[config.mk]
export PLATFORM = sky130hd
export DESIGN_NAME = pipe_adder
export DESIGN_NICKNAME = d
export VERILOG_FILES = /design/src/rtl/pipe_adder.sv
export SDC_FILE = /design/constraint.sdc
export NUM_CORES = 1
export LEC_CHECK = 0
export ABC_CLOCK_PERIOD_IN_PS = 3600
export CORE_MARGIN = 10
export CORE_UTILIZATION = 35
export CTS_CLUSTER_DIAMETER = 30
export DETAILED_ROUTE_END_ITERATION = 8
export PLACE_DENSITY = 0.7
export SYNTH_ARGS = -nofsm -noshare
export SYNTH_HDL_FRONTEND = slang
export SYNTH_SLANG_ARGS = --single-unit
export TNS_END_PERCENT = 20
[constraint.sdc]
create_clock -name clk -period 3.6 [get_ports clk]
set_input_delay 0.54 -clock clk [delete_from_list [all_inputs] [get_ports clk]]
set_output_delay 0.54 -clock clk [all_outputs]
set_load 0.03 [all_outputs]
[src/rtl/pipe_adder.sv]
// Pipelined two's-complement adder/subtractor: one WIDTH/STAGES-bit segment summed per stage, carry registered between stages.
// Define PIPE_ADDER_SAT_EN to add the 'sat' input that clamps overflowing results to the signed limits.
module pipe_adder #(
    parameter int WIDTH  = 32,
    parameter int STAGES = 2
) (
    input  logic             clk,
    input  logic             rst,
    input  logic             in_valid,
    output logic             in_ready,
    input  logic [WIDTH-1:0] a,
    input  logic [WIDTH-1:0] b,
    input  logic             c_in,
    input  logic             sub,
`ifdef PIPE_ADDER_SAT_EN
    input  logic             sat,
`endif
    output logic             out_valid,
    input  logic             out_ready,
    output logic [WIDTH-1:0] sum,
    output logic             c_out,
    output logic             overflow,
    output logic             zero
);

    localparam int SEG     = WIDTH / STAGES;
    localparam int LAST    = STAGES - 1;
    localparam bit USE_CLA = (SEG % 16) == 0;

    // 16-bit carry-lookahead: 4-bit groups with lookahead across groups.
    function automatic logic [16:0] cla16(input logic [15:0] x, input logic [15:0] y, input logic ci);
        logic [15:0] g;
        logic [15:0] p;
        logic [15:0] c;
        logic [3:0]  gg;
        logic [3:0]  gp;
        logic [4:0]  gc;
        g = x & y;
        p = x ^ y;
        for (int n = 0; n < 4; n++) begin
            gg[n] = g[4*n+3] | (p[4*n+3] & g[4*n+2]) | (p[4*n+3] & p[4*n+2] & g[4*n+1])
                  | (p[4*n+3] & p[4*n+2] & p[4*n+1] & g[4*n]);
            gp[n] = &p[4*n +: 4];
        end
        gc[0] = ci;
        for (int n = 0; n < 4; n++) begin
            gc[n+1] = gg[n] | (gp[n] & gc[n]);
        end
        for (int n = 0; n < 4; n++) begin
            c[4*n] = gc[n];
            for (int i = 1; i < 4; i++) begin
                c[4*n+i] = g[4*n+i-1] | (p[4*n+i-1] & c[4*n+i-1]);
            end
        end
        return {gc[4], p ^ c};
    endfunction

    logic [WIDTH-1:0]  a_reg    [STAGES];
    logic [WIDTH-1:0]  bb_reg   [STAGES];
    logic [WIDTH-1:0]  sum_reg  [STAGES];
    logic [STAGES-1:0] valid_reg;
    logic [STAGES-1:0] carry_reg;
    logic [STAGES-1:0] sat_reg;
    logic              overflow_reg;
    logic              zero_reg;

    logic [WIDTH-1:0]  a_next   [STAGES];
    logic [WIDTH-1:0]  bb_next  [STAGES];
    logic [WIDTH-1:0]  sum_next [STAGES];
    logic [STAGES-1:0] valid_next;
    logic [STAGES-1:0] carry_next;
    logic [STAGES-1:0] sat_next;
    logic [STAGES-1:0] load;
    logic              overflow_next;
    logic              zero_next;
    logic              sat_in;

`ifdef PIPE_ADDER_SAT_EN
    assign sat_in = sat;
`else
    assign sat_in = 1'b0;
`endif

    // A stage loads when it is empty or its content moves on; this ripples back from out_ready.
    always_comb begin
        load       = '0;
        load[LAST] = ~valid_reg[LAST] | out_ready;
        for (int k = STAGES - 2; k >= 0; k--) begin
            load[k] = ~valid_reg[k] | load[k+1];
        end
    end

    for (genvar gi = 0; gi < STAGES; gi++) begin : g_stage
        logic [SEG:0]     seg_res;
        logic             carry_src;
        logic [WIDTH-1:0] sum_src;
        logic [WIDTH-1:0] merged;

        if (gi == 0) begin : g_first
            assign a_next[gi]     = a;
            assign bb_next[gi]    = b ^ {WIDTH{sub}};
            assign carry_src      = c_in ^ sub;
            assign sum_src        = '0;
            assign valid_next[gi] = in_valid;
            assign sat_next[gi]   = sat_in;
        end else begin : g_chain
            assign a_next[gi]     = a_reg[gi-1];
            assign bb_next[gi]    = bb_reg[gi-1];
            assign carry_src      = carry_reg[gi-1];
            assign sum_src        = sum_reg[gi-1];
            assign valid_next[gi] = valid_reg[gi-1];
            assign sat_next[gi]   = sat_reg[gi-1];
        end

        if (USE_CLA) begin : g_cla
            always_comb begin
                logic        c;
                logic [16:0] r;
                seg_res = '0;
                c       = carry_src;
                for (int j = 0; j < SEG / 16; j++) begin
                    r = cla16(a_next[gi][gi*SEG + j*16 +: 16], bb_next[gi][gi*SEG + j*16 +: 16], c);
                    seg_res[j*16 +: 16] = r[15:0];
                    c = r[16];
                end
                seg_res[SEG] = c;
            end
        end else begin : g_rca
            assign seg_res = {1'b0, a_next[gi][gi*SEG +: SEG]} + {1'b0, bb_next[gi][gi*SEG +: SEG]}
                           + {{SEG{1'b0}}, carry_src};
        end

        always_comb begin
            merged                 = sum_src;
            merged[gi*SEG +: SEG]  = seg_res[SEG-1:0];
        end
        assign carry_next[gi] = seg_res[SEG];

        if (gi == LAST) begin : g_last
            logic a_msb;
            logic ovf;
            assign a_msb = a_next[gi][WIDTH-1];
            assign ovf   = (a_msb == bb_next[gi][WIDTH-1]) & (merged[WIDTH-1] != a_msb);
            // Clamp direction follows the operand sign: positive overflow saturates high.
            assign sum_next[gi]  = (sat_next[gi] & ovf) ? {a_msb, {(WIDTH-1){~a_msb}}} : merged;
            assign overflow_next = ovf;
            assign zero_next     = ~|sum_next[gi];
        end else begin : g_mid
            assign sum_next[gi] = merged;
        end
    end

    always_ff @(posedge clk or posedge rst) begin
        if (rst) begin
            valid_reg    <= '0;
            carry_reg    <= '0;
            sat_reg      <= '0;
            overflow_reg <= 1'b0;
            zero_reg     <= 1'b0;
            for (int k = 0; k < STAGES; k++) begin
                a_reg[k]   <= '0;
                bb_reg[k]  <= '0;
                sum_reg[k] <= '0;
            end
        end else begin
            for (int k = 0; k < STAGES; k++) begin
                if (load[k]) begin
                    valid_reg[k] <= valid_next[k];
                    carry_reg[k] <= carry_next[k];
                    sat_reg[k]   <= sat_next[k];
                    a_reg[k]     <= a_next[k];
                    bb_reg[k]    <= bb_next[k];
                    sum_reg[k]   <= sum_next[k];
                end
            end
            if (load[LAST]) begin
                overflow_reg <= overflow_next;
                zero_reg     <= zero_next;
            end
        end
    end

    // Operand copies in the final stage have no consumer.
    logic unused_tail;
    assign unused_tail = ^{a_reg[LAST], bb_reg[LAST], sat_reg[LAST]};

    assign in_ready  = load[0];
    assign out_valid = valid_reg[LAST];
    assign sum       = sum_reg[LAST];
    assign c_out     = carry_reg[LAST];
    assign overflow  = overflow_reg;
    assign zero      = zero_reg;

endmodule

Yosys cells after proc, flatten, opt, wreduce, memory -nomap -nowiden

Cells that the tools add are included.

Register bits after elaboration: 118
Input port bits: 70
Word-level logic and storage cells: 163

Equality and inequality tests: 2
Bitwise gates (word level): 141
Reductions and logical operators: 10

Operators with widths:

| kind              | number |
|---|---|
| $and A1 B1 Y1     | 73 |
| $xor A16 B16 Y16  | 4 |
| $or A1 B1 Y1      | 58 |
| $and A16 B16 Y16  | 2 |
| $reduce_and A4 Y1 | 8 |
| $reduce_or A32 Y1 | 1 |
| $xor A32 B32 Y32  | 1 |
| $not A1 Y1        | 2 |
| $eq A1 B1 Y1      | 1 |
| $logic_not A1 Y1  | 1 |
| $ne A1 B1 Y1      | 1 |
| $xor A1 B1 Y1     | 1 |

Longest topological paths before layout

Gate-level depths: netlist (run 1).

Word-level depth: 19
Mapped depth: 14
Gate-level depth less buffers: 12

Least setup slack after synthesis (run 1)

No wires, ideal clock.

Path kind: in2reg
From: input sub
To: register sum_reg, in the netlist g_stage[1].sum_src[15]
Data arrival time: 3.460 ns
Slack: 0.062 ns
Stages on the path: 14
Buffers on the path: 2
Cells stage by stage: buf_6 buf_2 xor2_1 ha_1 clkinv_1 o21bai_2 a41oi_2 o21ai_2 a21oi_1 fa_1 fa_1 fa_1 xor2_1 a21oi_1

Longest elaborated chain between the ends: 18
Elaborated cells on any way between the ends: 44
Those cells by class: 41 x bitwise; 3 x reduce/logical

RTL lines:

| item                                                 | RTL line | text |
|---|---|---|
| start: declaration                                   | 14       | `input logic sub,` |
| $xor A32 B32 Y32                                     | 101      | `assign bb_next[gi] = b ^ {WIDTH{sub}};` |
| $xor A16 B16 Y16 or $and A16 B16 Y16 (tied branches) | 39, 38   |  |
| $and A1 B1 Y1 (on tied branches)                     | 41, 42   |  |
| $or A1 B1 Y1 (tied with other cells)                 | 41       | `gg[n] = g[4*n+3] \| (p[4*n+3] & g[4*n+2]) \| (p[4*n+3] & p[4*n+2] & g[4*n+1])` |
| $or A1 B1 Y1 or $and A1 B1 Y1 (tied branches)        | 41, 42   |  |
| $or A1 B1 Y1                                         | 42       | `\| (p[4*n+3] & p[4*n+2] & p[4*n+1] & g[4*n]);` |
| $or A1 B1 Y1                                         | 47       | `gc[n+1] = gg[n] \| (gp[n] & gc[n]);` |
| $and A1 B1 Y1                                        | 47       |  |
| [... 2 more ...]                                     | n/a      |  |
| $or A1 B1 Y1                                         | 47       |  |
| $and A1 B1 Y1                                        | 52       | `c[4*n+i] = g[4*n+i-1] \| (p[4*n+i-1] & c[4*n+i-1]);` |
| $or A1 B1 Y1                                         | 52       |  |
| $and A1 B1 Y1                                        | 52       |  |
| $or A1 B1 Y1                                         | 52       |  |
| $and A1 B1 Y1                                        | 52       |  |
| $or A1 B1 Y1                                         | 52       |  |
| $xor A16 B16 Y16 *                                   | 55       | `return {gc[4], p ^ c};` |
| end signal: indexed assignment                       | 173      | `sum_reg[k] <= sum_next[k];` |
| end: declaration                                     | 60       | `logic [WIDTH-1:0] sum_reg [STAGES];` |

Every way passes the cells marked *; elsewhere a longest branch is shown, timed or not.
A chain may end at the register's enable or synchronous reset.

Worst setup path in the final report (run 1)

From: register a_reg, in the netlist a_next[27]
To: register zero_reg, in the netlist zero

Longest elaborated chain between the ends: 15
Elaborated cells on any way between the ends: 22
Those cells by class: 19 x bitwise; 3 x reduce/logical

RTL lines:

| item                                          | RTL line | text |
|---|---|---|
| start: declaration                            | 58       | `logic [WIDTH-1:0] a_reg [STAGES];` |
| start signal: indexed assignment              | 171      | `a_reg[k] <= a_next[k];` |
| $xor A16 B16 Y16                              | 39       | `p = x ^ y;` |
| $and A1 B1 Y1 (on tied branches)              | 41, 42   |  |
| $or A1 B1 Y1 (tied with other cells)          | 41       |  |
| $or A1 B1 Y1 or $and A1 B1 Y1 (tied branches) | 41, 42   |  |
| $or A1 B1 Y1                                  | 42       |  |
| $or A1 B1 Y1                                  | 47       |  |
| $and A1 B1 Y1                                 | 52       |  |
| $or A1 B1 Y1                                  | 52       |  |
| $and A1 B1 Y1                                 | 52       |  |
| $or A1 B1 Y1                                  | 52       |  |
| $and A1 B1 Y1                                 | 52       |  |
| $or A1 B1 Y1                                  | 52       |  |
| $xor A16 B16 Y16 *                            | 55       |  |
| $reduce_or A32 Y1 *                           | 147      | `assign zero_next = ~\|sum_next[gi];` |
| $logic_not A1 Y1 *                            | 147      |  |
| end signal: assignment                        | 178      | `zero_reg <= zero_next;` |
| end: declaration                              | 65       | `logic zero_reg;` |

Marks and branches as above.

==> results.md, run 1 <==
* Outcome: completed
* Max-slew violations at 0
* Post-route setup TNS at 0 ns
* Setup CP Type: reg2reg
* Ys Warns at 0
* DRC at 0
* Gpl congestion at approximately 0.86
* Crit path DAT at ~3.6 ns
* Routed vias/inst at ~4.7
* Most common cell after layout, fill and taps aside: clkdlybuf4s50_1
* First-pass GRT wire length at between 15,000 and 20,000 um
* Worst setup SP type: register
* FILL cells at roughly 1,300
* Placed cell areas at approximately 6200 um2
* Leak at approximately 3.0 nW
* Die area at a little under 20,000 um2
* Netlist Area Pre-Place at between 4000 and 5000 um2
* Drt first pass iters at 4
* Fmax at around 300 MHz
* Num ports at 107
* Mapped Avg Cell Area at between 9 and 10 um2
* Antenna violations before repair at 0
* Row cnt at between 40 and 50
* Gate Count Post-Synth at 494
* Post-synth EDFFs at 0
* Clock Tree Root: clkbuf_16
* Crit share post-route at around 95%
* Avg WL per Cell at 15.7 um
* CTS sink count at 86
* Maximum clock path buffer count at 2
* Least-Margin Pin Slew at ~0.82 ns
* CP Cell Sequence: ha_1 > and4_1 > nor2b_1 > o31ai_2 > nand3b_1 > fa_1 > fa_1 > fa_1 > nor3_1 > nand4_1 > o31ai_1
* Die Height at around 140 um
* Largest net degree at the start of global routing at 47
* Pwr dens at 599 nW/um2
* Initial Util at between 30% and 40%
* WL final at between 10,000 and 15,000 um
* Clock Latency Late Sink at between 0.3 and 0.4 ns
* Number of buffers created by CTS at 9
* Gr usage total at between 10% and 20%
* Minimum clock period at between 3 and 4 ns
* Dpl cells at 771
* Slowest CP cell: fa_1
* Critical Path Fanout Max at 4
* Hold Vio Cnt, Final at 0
* 1st-iter DRT viols at around 330
* Seq/Total Area, Yosys at between 40% and 50%
* CP required at approximately 3.8 ns
* Post-Syn Nets at 620
* CP Capture Type: register
* Antenna cells at 0
* Critical Path Max Stage Delay at ~0.47 ns
* Most frequent cells in the layout: clkdlybuf4s50_1 (105), nand2_1 (94), dfrtp_1 (86)
* Critical path buffers and inverters at 0
* Max FFs per register at 32
* RSZ-0062 raised after global routing: no
* Most used cell along the critical path: fa_1
* Final ANT Viol Nets at 0
* Hold/Removal Path Class: reg2reg
* Number of global-route vias before repair at just under 4,000
* H-tree lvl count at 3
* Async SR Flop Fraction at 100%
* Maximum VDD drop at ~0.27 mV
* Fin cells at approximately 790
* CTS tree: done
* Reg clk slew, reported paths at ~0.06 ns
* Port buffer count at 106
* Die X at ~140 um
* # nets final at 728
* MaxCap Viol Count at 0
* Grt total ovfl at 0
* Core area at around 14,000 um2
* Rel. slew slack at a little under half
* Main synth FF type: dfrtp_1
* Yosys reg bits at 86
* Post-route cell area at approximately 6600 um2
* Layout cells sized above 1 at 6.10%
* Endpoints failing setup at 0
* Hpwl dp at between 10,000 and 15,000 um
* Final Skew at ~0.0058 ns
* Area Overhead vs Synth at 33.8%
* Via Count at 3,734
* Post-CTS Setup Inserts at 0
* Library cells used by synthesis at 38
* Largest delay share family, worst path: adder cells
## synth_stat cells (7+ instances only)
cell,n,share of area (%)
mux2_1,13,3.0
inv_1,40,3.0
nand2_1,94,7.2
xnor2_1,15,2.7
a21oi_1,46,4.7
fa_1,24,9.8
buf_2,12,1.2
nor2_1,37,2.8
o21ai_1,10,1.0
dfrtp_1,86,44
nand4_1,7,0.89
xor2_1,26,4.6
ha_1,32,8.1
## tightest hold or removal path, delay by kind of cell, from the launching register on
kind          cells  cell delay (ns)
simple gates      2             0.10
flops             1             0.34
## final cells by class
class                   count  area, um2  share of cell area, %
clock buffers              11        253                   3.84
clock inverters             5        104                   1.58
inverters                  41        155                   2.36
multi-input cells         346       2530                   38.4
flip-flops and latches     86       2150                   32.7
well taps                 180        225                   3.42
repair buffers            118       1170                   17.8
## cells by family (layout without fill, tap and decap cells)
logic type / Yosys count / after routing / synth area share (%)
compound gates: 75 / 75 / 8.87
simple gates: 160 / 160 / 13.7
fa+ha+maj: 56 / 56 / 17.9
flops: 86 / 86 / 43.7
xor+xnor: 42 / 42 / 7.62
buf+inv: 62 / 175 / 5.18
mux: 13 / 13 / 2.97
## what timing repair did
item                                    CTS  global route
gates resized for setup                   0             2
endpoints found under the setup margin    0             2
hold buffers                              0             0
## where the power goes
group,switching [mW],internal [mW],leakage [nW]
clock,0.366,0.717,0.176
sequential,0.191,1.21,1.01
combinational,0.828,0.636,1.83
## per-layer routing
metal  vias to the layer above  GRT usage [%]  part of all wire, %
li1                       1822              -                    -
met1                      1800           17.2                   48
met2                        97           19.4                   45
met4                         0           3.94                  1.4
met5                         -              0                    0
met3                        15           3.29                  5.8
## through the flow
stage	util, %	worst slack [ns]	total power, mW	hold WS (ns)
CTS	47.6	0.106	3.99	0.470
finish	47.6	0.184	3.95	0.462
floorplan	-	0.0624	2.24	0.458
global route	47.6	0.0209	4.19	0.490
global placement	45.0	-0.160	2.85	0.456
detailed placement	45.0	-0.231	2.90	0.456
## final timing paths
path                                  from     endpoint  slack [ns]  depth (start not counted)
worst max-delay path            a_next[27]         zero        0.18                         11
worst max register to register  a_next[27]         zero        0.18                         11
max in group asynchronous              rst  bb_next[24]        2.23                          3
worst min register to register      sum[7]       sum[7]        0.46                          2
worst min-delay path                sum[7]       sum[7]        0.46                          2
min in group asynchronous              rst       sum[6]        0.67                          2
(Power assumes the default switching activity.)
==> inputs of run 2 (changes only) <==
Settings changed: SKIP_LAST_GASP from default to 1.
==> run 2 against run 1 <==
Effect of this change: clock power barely moved; sequential power barely moved; sequential cell count is the same; final cell count stayed put; maximum frequency fell by 1.4%; sequential share of layout area barely moved; critical endpoint is now g_stage[1].sum_src[15]; largest power group unchanged; highest routed layer unchanged.
==> results.md, run 2 (synthesized netlist as in run 1, its figures left out) <==
* Hold path cells at 2
* Area Overhead vs Synth at 33.7%
* Critical path buffers and inverters at 2
* Die area at between 15,000 and 20,000 um2
* Crit share post-route at roughly 96%
* Largest delay share family, worst path: adder cells
* Reg clk slew, reported paths at approximately 0.06 ns
* Most used cell along the critical path: fa_1
* Clock Tree Root: clkbuf_16
* CP Cell Sequence: clkdlybuf4s50_1 > xor2_1 > ha_1 > clkinv_1 > o21bai_2 > a41oi_2 > o21ai_2 > a21oi_1 > fa_1 > fa_1 > fa_1 > xor2_1 > a21oi_1
* Clock Latency Late Sink at 0.34 ns
* First-pass GRT wire length at about 20,000 um
* Least-Margin Pin Slew at ~0.82 ns
* Slowest CP cell: fa_1
* Avg WL per Cell at 15.7 um
* Antenna violations before repair at 0
* Final ANT Viol Nets at 0
* Max FFs per register at 32
* Die Height at approximately 140 um
* Number of buffers created by CTS at 9
* CTS tree: done
* Max-slew violations at 0
* Port buffer count at 106
* Maximum VDD drop at 0.268 mV
* Critical Path Max Stage Delay at around 0.44 ns
* Hpwl dp at ~10,000 um
* Utilization after layout at approximately 48%
* Endpoints failing setup at 0
* WL final at 12,300 um
* RSZ-0062 raised after global routing: yes
* R2R Path Start: a_next[27]
* Largest net degree at the start of global routing at 47
* Hold Vio Cnt, Final at 0
* Pwr Total at just under 4 mW
* Fmax at just under 300 MHz
* Most frequent cells in the layout: clkdlybuf4s50_1 (105), nand2_1 (94), dfrtp_1 (86)
* CP required at a little under 4 ns
* Leak at ~3 nW
* Via Count at ~3,700
* MaxCap Viol Count at 0
* Final worst slack at around 0.13 ns
* Pre-CTS setup slack at -0.231 ns
* H-tree lvl count at 3
* CP Capture Type: register
* Rel. slew slack at roughly 45%
* CP Depth at 13
* Final Skew at about 0.0052 ns
* Most common cell after layout, fill and taps aside: clkdlybuf4s50_1
* Hold/Removal Path Class: reg2reg
* CTS sink count at 86
* Initial Util at between 30% and 40%
* DRC at 0
* Drt first pass iters at 4
* Pwr dens at 599 nW/um2
* # nets final at about 730
* Hold_sp: sum[7]
* Core area at ~14,000 um2
* R2R depth at 11
* Setup crit start: b[0]
* Die X at ~140 um
* Antenna cells at 0
* Crit path DAT at 3.72 ns
* Num ports at 107
* Routed vias/inst at approximately 4.7
* Maximum clock path buffer count at 2
* Minimum clock period at around 3.5 ns
* Worst setup SP type: primary input
* Gr usage total at between 10% and 20%
* Setup CP Type: in2reg
* Layout cells sized above 1 at 5.93%
* Gpl congestion at approximately 0.86
* Critical Path Fanout Max at 3
* Post-route setup TNS at 0 ns
* Grt total ovfl at 0
* 1st-iter DRT viols at 330
* Outcome: completed
* Number of global-route vias before repair at about 4,000
* Row cnt at 43
[run 2: cell count changes in the layout (fill, tap and decap cells not counted)]
cell,delta
fa_1,+1
fa_2,-1
[run 2: stage by stage]
stage / area, um2 / hold slack [ns] / std cells
after global placement: 6220 / 0.456 / 771
final: 6580 / 0.462 / 787
after detailed placement: 6220 / 0.456 / 771
after floorplan: 4920 / 0.458 / 494
after CTS: 6580 / 0.470 / 787
after global routing: 6580 / 0.490 / 787
[run 2: path summary, 6_finish.rpt]
| path | end | slack (ns) |
|---|---|---|
| worst max-delay path | g_stage[1].sum_src[15] | 0.13 |
| worst min register to register | sum[7] | 0.46 |
| min in group asynchronous | sum[6] | 0.67 |
| worst min-delay path | sum[7] | 0.46 |
| worst max register to register | zero | 0.24 |
| max in group asynchronous | bb_next[24] | 2.24 |
[run 2: cell type report]
| type | instances | area [um2] |
|---|---|---|
| Clock inverter | 5 | 104 |
| Tap cell | 180 | 225 |
| Inverter | 41 | 155 |
| Clock buffer | 11 | 253 |
| Fill cell | 1280 | 7240 |
| Sequential cell | 86 | 2150 |
| Timing Repair Buffer | 118 | 1170 |
| Multi-Input combinational cell | 346 | 2520 |
[run 2: what timing repair did]
item | CTS | global route
setup endpoints to repair | 0 | 2
resized for setup | 0 | 1
buffers inserted | 0 | 0
hold buffers | 0 | 0
[run 2: worst min-delay path, cell delays in order, from the launching register on]
cell	delay (ns)
dfrtp_1	0.34
nand2_1	0.05
nand2_1	0.05
[run 2: routing by layer]
layer / vias up / track usage, % / wire length [um]
met2: 102 / 19.4 / 5510
met3: 13 / 3.29 / 803
met5: - / 0 / 0
met1: 1771 / 17.2 / 5840
met4: 0 / 3.94 / 170
li1: 1821 / - / -
[run 2: report_power, final]
group	switching (mW)	internal [mW]
Sequential	0.190	1.21
Combinational	0.824	0.635
Clock	0.367	0.717
